<file path="config.mk">
export PLATFORM = sky130hd
export DESIGN_NAME = univ_shift_reg
export DESIGN_NICKNAME = d
export VERILOG_FILES = /design/src/rtl/univ_shift_reg.sv
export SDC_FILE = /design/constraint.sdc
export NUM_CORES = 1
export LEC_CHECK = 0
export BUFFER_PORTS_ARGS = -buffer_cell sky130_fd_sc_hd__buf_2
export CORE_MARGIN = 2
export CORE_UTILIZATION = 48
export CTS_CLUSTER_SIZE = 20
export DETAILED_ROUTE_END_ITERATION = 8
export PLACE_DENSITY = 0.83
export SLEW_MARGIN = 25
export SYNTH_ARGS = -nofsm -noshare
export SYNTH_HDL_FRONTEND = slang
export SYNTH_SLANG_ARGS = --single-unit
</file>
<file path="constraint.sdc">
create_clock -name clk_i -period 2.25 [get_ports clk_i]
set_input_delay 0.45 -clock clk_i [delete_from_list [all_inputs] [get_ports clk_i]]
set_output_delay 0.45 -clock clk_i [all_outputs]
set_load 0.03 [all_outputs]
</file>
<file path="src/rtl/univ_shift_reg.sv">
`default_nettype none
// ============================================================================
//  Module   : univ_shift_reg
//  Purpose  : WIDTH-bit universal register (hold / shift left / shift right /
//             parallel load). It has complementary and serial outputs, and a
//             saturating shift counter with a done flag for serialisers.
//  Option   : `define UNIV_SHIFT_REG_ROTATE_EN makes both shift modes rotate.
//             sl_i and sr_i are then ignored.
//  Revision : 1.0  initial release
// ============================================================================
module univ_shift_reg #(
    parameter int              WIDTH     = 8,
    parameter logic [WIDTH-1:0] RESET_VAL = '0,
    parameter int              CW        = $clog2(WIDTH + 1)
) (
    input  logic             clk_i,
    input  logic             rst_i,
    input  logic [1:0]       mode_i,
    input  logic [WIDTH-1:0] d_i,
    input  logic             sl_i,
    input  logic             sr_i,
    output logic [WIDTH-1:0] q_o,
    output logic [WIDTH-1:0] notq_o,
    output logic             so_l_o,
    output logic             so_r_o,
    output logic [CW-1:0]    cnt_o,
    output logic             done_o
);

    localparam logic [1:0]    c_MODE_HOLD  = 2'b00;
    localparam logic [1:0]    c_MODE_SHL   = 2'b01;
    localparam logic [1:0]    c_MODE_SHR   = 2'b10;
    localparam logic [1:0]    c_MODE_LOAD  = 2'b11;
    localparam logic [CW-1:0] c_CNT_FULL   = CW'(WIDTH);

    logic [WIDTH-1:0] r_q;
    logic [CW-1:0]    r_cnt;
    logic [WIDTH-1:0] w_shl;
    logic [WIDTH-1:0] w_shr;
    logic             w_fill_l;
    logic             w_fill_r;
    logic             w_is_shift;

`ifdef UNIV_SHIFT_REG_ROTATE_EN
    // Rotation: the bit leaving one end re-enters at the other end
    assign w_fill_l = r_q[WIDTH-1];
    assign w_fill_r = r_q[0];
`else
    // Serial fill from the chaining inputs
    assign w_fill_l = sl_i;
    assign w_fill_r = sr_i;
`endif

    // A single-bit register has no body to shift, so it just takes the fill bit
    generate
        if (WIDTH == 1) begin : g_w1
            assign w_shl = w_fill_l;
            assign w_shr = w_fill_r;
        end else begin : g_wn
            assign w_shl = {r_q[WIDTH-2:0], w_fill_l};
            assign w_shr = {w_fill_r, r_q[WIDTH-1:1]};
        end
    endgenerate

    assign w_is_shift = (mode_i == c_MODE_SHL) || (mode_i == c_MODE_SHR);

    // Register contents: reset dominates, otherwise the mode selects the next value
    always_ff @(posedge clk_i or posedge rst_i) begin
        if (rst_i) begin
            r_q <= RESET_VAL;
        end else begin
            case (mode_i)
                c_MODE_HOLD: r_q <= r_q;
                c_MODE_SHL:  r_q <= w_shl;
                c_MODE_SHR:  r_q <= w_shr;
                c_MODE_LOAD: r_q <= d_i;
                default:     r_q <= r_q;
            endcase
        end
    end

    // Shift counter: cleared by load, saturates at WIDTH, direction-agnostic
    always_ff @(posedge clk_i or posedge rst_i) begin
        if (rst_i) begin
            r_cnt <= '0;
        end else if (mode_i == c_MODE_LOAD) begin
            r_cnt <= '0;
        end else if (w_is_shift && (r_cnt < c_CNT_FULL)) begin
            r_cnt <= r_cnt + 1'b1;
        end
    end

    // Derived outputs depend only on registered state
    assign q_o    = r_q;
    assign notq_o = ~r_q;
    assign so_l_o = r_q[WIDTH-1];
    assign so_r_o = r_q[0];
    assign cnt_o  = r_cnt;
    assign done_o = (r_cnt == c_CNT_FULL);

endmodule
`default_nettype wire

</file>
==> results summary, run 1 <==
The run finished with clean final reports. The summed instance area of the synthesized netlist is 793 µm². The horizontal extent of the die came out at 44.7 µm. The first-pass GRT wire length came out at 2780 µm.

The top flip-flop cell by instance count after synthesis is dfrtp_1. STA classifies the critical path startpoint as a flop. The synthesized-area fraction occupied by ao, oa, aoi and oai cells is 22.6%. For this block, the initial DRC count from the detailed router was 27. The endpoint arrival time on the critical path is 1.30 ns.

The worst relative slew slack is 65.8%. The final hold violation count came out at 0. The synthesized design contains 12 register bits. The part of the Yosys area used for sequential elements is 37.9%. The share of layout cells above drive strength 1 is 39.3%. Once layout is complete, the utilization of the core stands at 64.8%. The async set or reset register ratio after synthesis is 100%. The number of clock sinks seen by CTS is 12. The multiplexer fraction of the synthesized cell area came out at 2.68%. The synthesized-area fraction occupied by adder cells is 9.46%. The achievable frequency is 572 MHz. The number of port buffers is 36. Measured in cells, the most critical reg-to-reg path has a length of 3.

Data on the critical path is required at its endpoint by 1.80 ns. The detailed-route vias per instance came out at 5.53. The minimum period implied by the final worst setup slack came out at 1.75 ns. The finished cells cover 987 µm².

Post-CTS timing repair inserted 0 buffers for setup. The cell with the most instances after synthesis is inv_1. The largest total area in the synthesized netlist belongs to dfrtp_1.

The total grt overflow came out at 0. The critical path's top delay family is flip-flops. The insertion delay to the later sink of the worst-skew pair came out at 0.27 ns. The count of buffering cells on the critical path with inverters included is 2. Yosys mapped a number of flops with a built-in enable equal to 0. The worst vdd rail ir drop is 0.000490 V.

The overall fraction of global-route tracks in use came out at 18.9%. The number of warnings issued by yosys came out at 0. The end of the worst register-to-register path is cnt_o[0].

The final weighted congestion of routability-driven global placement is 0.739. The area enclosed by the die boundary is 1990 µm². The slowest stage of the critical path is the dfrtp_1 cell. Wires add up to 1720 µm.

The fraction of synthesized cell area in xor and xnor cells came out at 0%. The number of distinct standard cells referenced by the synthesized netlist is 27. The maximum number of pins on one net before global-route repair came out at 17. The number of H-tree branching levels came out at 1.

In this run the core area contains 14 standard-cell rows. The post-synthesis instance total came out at 82. After synthesis, the cell types taking the most area are dfrtp_1 (38%), ha_1 (9.5%), a22oi_1 (7.6%), inv_1 (6.2%), a221oi_1 (5.5%).

The count of cells resized by post-cts repair came out at 0. The setup path with the least slack is of type flop to output pin. The highest fanout seen on the critical path is 7. The die height came out at 44.7 µm. The portion of synthesized cell area occupied by the leading cell type is 37.9%. The first-pass iteration count of the detailed router came out at 4.

After synthesis, the most frequently instantiated cells are inv_1 (13), dfrtp_1 (12), a22oi_1 (8), nand2_1 (7). The dominant combinational cell family by area after synthesis is compound AO/OA/AOI/OAI gates. The number of slew-limit violations in the final report came to 0. No sink is reached through more buffers than the 2 on the longest clock path.

The diode insertion count for antenna repair came out at 0. The period utilization came out at 77.7%. The internal portion of the total power is 542 µW. The longest individual stage delay on the worst path is 0.45 ns.

The number of buffers created by CTS came out at 3. The count of hold buffers inserted by post-cts repair is 0. The worst setup path is captured at an output pin. The number of global-route vias before repair came out at 633. The synthesized netlist devotes 15.9% of its cell area to simple gates.

The total vias in the final route came out at 735. The count of nets left with antenna violations once routing finished came out at 0. The clock arrives with 0.00921 ns of skew. The register-to-register path setup slack came out at 1.15 ns. The part of the total power dissipated in the clock network is 16.8%.

The signal on the critical path passes through inv_1 -> ha_1 -> and3b_1 -> buf_2. In this run the worst hold path is classified as input port to async pin. The beginning of the worst register-to-register path is cnt_o[3]. The initial antenna violation count came out at 0. The summed negative setup slack over all endpoints is 0 ns.

The routed length per instance came out at 13.0 µm. Clock-pin slew was measured on the worst setup and hold paths at 0.08 ns. The placeable core region is 1520 µm². After detailed placement, the total cell area comes to 951 µm². For this design the top-level I/O count stands at 37. Of the total power, registers draw 34.4%. The combinational cell fraction of total power is 48.9%. The max-capacitance violation count is 0. The post-synth net total came out at 102. The area added between synthesis and finish is 24.4%. The initial utilization of the core area, before any placement, comes to 52.1%. The DRC violation count after routing came out at 0. The number of nets in the layout is 138. TritonCTS built the clock tree.

The average cell area after synthesis came out at 9.67 µm². The buffer type at the clock tree root is clkbuf_4. The switching power came out at 484 µW. The total leakage power came out at 0.000531 µW. The measured slew at the worst slew-check pin is 0.513 ns.

Power spread over the standard cell area amounts to 1040 nW/µm². The switching share of power is 47.2%. Setup repair after global routing left no endpoint under its margin.

Setup violations remaining at the end of the flow were counted as 0. The HPWL after detailed placement came out at 1320 µm.
==> worst register-to-register path: cells and delay by family, from the launching register on <==
| family | cells | cell delay (ns) |
|---|---|---|
| AND/OR/NAND/NOR | 2 | 0.22 |
| multiplexers | 1 | 0.32 |
| flip-flops | 1 | 0.44 |
==> registers in the layout, indices dropped and copies added (netlist names) <==
| name | cells |
|---|---|
| q_o | 8 |
| cnt_o | 4 |
==> stage by stage <==
| stage | total power, µW | hold WS (ns) | setup slack, ns | instances |
|---|---|---|---|---|
| floorplan | 721 | 0.315 | 0.712 | 82 |
| global placement | 845 | 0.478 | 0.498 | 129 |
| detailed placement | 863 | 0.483 | 0.435 | 129 |
| CTS | 1040 | 0.178 | 0.491 | 133 |
| global route | 1100 | 0.199 | 0.411 | 133 |
| finish | 1030 | 0.172 | 0.503 | 133 |
==> cell families after synthesis <==
family	Yosys count
muxes	2
AOI/OAI and AO/OA	24
DFF	12
adders and majority gates	6
buffers and inverters	18
and+or+nand+nor	20
==> routing by layer <==
metal | part of all wire (%) | GRT usage, % | wire length, µm | vias up
met5 | 0 | 0 | 0 | -
met4 | 0.46 | 5.45 | 8 | 0
met3 | 7.0 | 3.67 | 121 | 2
met2 | 50 | 32.5 | 861 | 35
met1 | 43 | 23.7 | 733 | 342
li1 | - | - | - | 356
==> worst max-delay path by stage <==
stage / depth (start not counted) / to / startpoint / slack (ns)
2_1_floorplan: 3 / done_o / cnt_o[0] / 0.71
3_3_place_gp: 6 / q_o[5] / mode_i[0] / 0.50
3_5_place_dp: 6 / q_o[2] / mode_i[0] / 0.44
4_1_cts: 4 / done_o / cnt_o[0] / 0.49
5_1_grt: 4 / done_o / cnt_o[0] / 0.41
6_report: 4 / done_o / cnt_o[0] / 0.50
==> power groups by stage <==
stage | registers [µW] | clock network [µW] | logic [µW]
3_3_place_gp | 352 | 0 | 492
2_1_floorplan | 457 | 0 | 264
3_5_place_dp | 355 | 0 | 508
4_1_cts | 352 | 177 | 508
5_1_grt | 364 | 184 | 553
6_report | 353 | 172 | 501
==> final cells by class <==
| class | instances | area (µm²) |
|---|---|---|
| well taps | 16 | 20.0 |
| fillers | 138 | 537 |
| clock buffers | 4 | 36.3 |
| multi-input cells | 52 | 402 |
| flip-flops and latches | 12 | 300 |
| inverters | 13 | 48.8 |
| repair buffers | 36 | 180 |
==> cells in the final DEF, fill, tap and decap left out, drive strengths merged <==
cell / n
a21oi: 6
a221oi: 5
a22oi: 8
a31oi: 1
and3b: 1
buf: 36
clkbuf: 4
dfrtp: 12
ha: 6
inv: 13
mux2: 1
mux2i: 1
nand2: 7
nand2b: 1
nand3: 1
nor2: 5
nor2b: 1
nor3: 1
nor3b: 3
o21a: 1
o22a: 1
o22ai: 1
o2bb2ai: 1
No activity file was read; power rests on OpenSTA's default activity.
==> inputs of run 2 (changes only) <==
Settings changed: CORE_UTILIZATION 48 to 40, PLACE_DENSITY 0.83 to 0.74.
Clock period 2.25 ns to 1.5 ns, I/O delays scaled along.
==> run 2 against run 1 <==
Net effect:
- sequential cell count unchanged
- core utilization down 9.6 points
- non-clock buffer count up 7
- via count up 1.1%
- sequential power up 42%
- highest routed layer is now met3
- final cell count up 14%
- sequential share of layout area down 2.1 points
- clock skew down 0.0061 ns
- global-route usage down 3.5 points
==> results summary, run 2 (synthesis results as in run 1) <==
The amount of wire on met3 after detailed routing is 100 µm (-17%). The overall fraction of global-route tracks in use is 15.4% (-3.5 points). The storage element area is 300 µm² (unchanged).

The library cells used most frequently in the layout, excluding fill and tap cells, are buf_2 (35), inv_1 (12), dfrtp_1 (12). The count of hold buffers inserted by post-cts repair is 0 (unchanged). The sequential power share came out at 31.1% (-3.3 points). The maximum number of pins on one net before global-route repair came out at 17 (unchanged). The diode insertion count for antenna repair came out at 0 (unchanged). STA classifies the critical path startpoint as a flop. The buffer type at the clock tree root is clkbuf_4. The endpoint arrival time on the critical path came out at 1.15 ns (-0.15 ns). The die height was 48.5 µm (+8.7%).

The horizontal extent of the die came out at 48.5 µm (+8.7%). The switching share of power is 45.7% (-1.4 points). The initial antenna violation count came out at 0 (unchanged). Setup repair after global routing could not meet its margin everywhere.

The first-pass GRT wire length came out at 2880 µm (+3.7%). The class of the tightest hold or removal check is input port to async pin. The number of buffers created by CTS came out at 3 (unchanged). The total routed wirelength came out at 1700 µm (-1.2%).

The TritonCTS clock tree is yes. The power density relative to cell area came to 1520 nW/µm² (+46%). The share of layout cells above drive strength 1 came to 43.5% (+4.2 points).

The placeable core region came out at 1920 µm² (+26%). The worst relative slew slack came to 66.5% (+0.71 points). The DRC violation count after routing is 0 (unchanged). The commonest non-fill, non-tap cell in the layout is buf_2. The routed length per instance is 11.3 µm (-13%). The area added between synthesis and finish is 33.6%.

The total grt overflow came out at 0 (unchanged). STA classifies the critical path endpoint as an output pin. The clock tree skew after final layout is 0.00313 ns (-0.00609 ns). The measured slew at the worst slew-check pin is 0.502 ns (-0.0107 ns). The worst vdd rail ir drop is 0.000904 V (+85%). The total vias in the final route was 743 (+1.1%). The final weighted congestion of routability-driven global placement is 0.768 (+3.9%). The area of all placed cells without fillers came to 1060 µm² (+7.4%). The switching power is 736 µW (+52%). The required time at the endpoint of the critical path is 1.20 ns (-0.60 ns). The number of cells in the finished layout apart from fillers is 151 (+14%). The achievable frequency is 687 MHz.

The initial DRC count came out at 8 (-70%). The summed negative setup slack over all endpoints came out at 0 ns (unchanged). The number of clock sinks seen by CTS came to 12 (unchanged). Of the available clock period, the critical path in the final layout requires 97.0%.

The maximum buffer depth of the clock tree came out at 2 (unchanged). The area enclosed by the die boundary is 2360 µm² (+18%). The total leakage power came to 0.000567 µW (+6.7%).

The detailed-route vias per instance came out at 4.92 (-11%). The detailed route wirelength on metal2 came out at 851 µm (-1.2%). The area of the multi-input gates is 402 µm² (unchanged).

The number of slew-limit violations in the final report came out at 0 (unchanged). The number of H-tree branching levels came out at 1 (unchanged). The cell total after placement is 146 (+13%). The depth of the worst register-to-register path came to 4 (+1). The register clock-pin slew on the reported worst setup and hold paths is 0.08 ns (about the same).

The highest routing layer actually used is met3. The internal power contribution is 873 µW (+61%). The combinational cell fraction of total power came out at 52.5% (+3.6 points). The wire length on met1 came out at 752 µm (+2.6%). The insertion delay to the later sink of the worst-skew pair came out at 0.27 ns (about the same). The run finished with clean final reports. The part of the total power dissipated in the clock network is 16.4% (-0.4 points). The HPWL after detailed placement is 1320 µm (-0.38%). The max-capacitance violation count was 0 (unchanged). The effective utilization at floorplan came out at 41.3% (-11 points).

The total setup violations reported at the end of the flow is 0 (unchanged). The highest fanout seen on the critical path came out at 2 (-5). The number of flip-flops in the largest register came to 8 (unchanged).

The number of port buffers was 36 (unchanged). The register-to-register path setup slack came out at 0.41 ns (-0.74 ns). The number of nets in the layout is 145 (+5.1%). The residual antenna-violating net count after detailed routing was 0 (unchanged). The final hold violation count came out at 0 (unchanged). The post-place instance area is 1010 µm² (+6.2%). The number of placement rows came to 16 (+2).

The number of global-route vias before repair was 684 (+8.1%). The minimum period implied by the final worst setup slack came out at 1.45 ns. The setup path with the least slack is of type flop to output pin. The number of ports placed on the die boundary came out at 37 (unchanged). The first-pass iteration count of the detailed router came to 4 (unchanged). The fill cell instance count of the final layout is 198 (+43%).
## run 2: metal layers
| layer | up-vias | GRT usage (%) |
|---|---|---|
| met5 | - | 0 |
| met4 | 0 | 4.29 |
| met3 | 0 | 3.40 |
| met2 | 22 | 27.5 |
| met1 | 346 | 18.5 |
| li1 | 375 | - |
## run 2: layout make-up
cell class	instances	share of cell area (%)
repair buffers	43	22.6
inverters	13	4.60
flip-flops and latches	12	28.3
multi-input cells	52	37.9
well taps	27	3.19
clock buffers	4	3.42
## run 2: path summary, 6_finish.rpt
check / start / end
hold reg to reg: cnt_o[1] / cnt_o[1]
hold / removal: rst_i / cnt_o[2]
min in group clk_i: d_i[6] / q_o[6]
setup / recovery: cnt_o[1] / done_o
setup reg to reg: cnt_o[1] / cnt_o[2]
max in group asynchronous: rst_i / q_o[1]
## run 2: power groups by stage
stage	clock (µW)	sequential, µW	combinational, µW
floorplan	0	686	395
global placement	0	510	797
detailed placement	0	513	809
CTS	271	499	845
global route	287	515	914
finish	264	500	845
## run 2: repair_timing
action / CTS / global route
setup endpoints to repair: 1 / 1
cloned: 0 / 0
gates resized for setup: 1 / 2
setup buffers: 1 / 0
## run 2: worst max-delay path, stage by stage (launching register included)
cell and delay [ns]:
dfrtp_1 0.38, inv_2 0.04, ha_1 0.16, and3b_1 0.17, buf_6 0.14
## run 2: through the flow
stage / util [%] / setup WS (ns) / hold slack [ns] / total power (µW)
CTS: 54.9 / 0.0168 / 0.0408 / 1610
floorplan: - / 0.112 / 0.165 / 1080
global route: 55.1 / -0.00104 / 0.0646 / 1720
global placement: 52.5 / 0.0444 / 0.333 / 1310
finish: 55.1 / 0.0453 / 0.0290 / 1610
detailed placement: 52.5 / 0.0400 / 0.344 / 1320
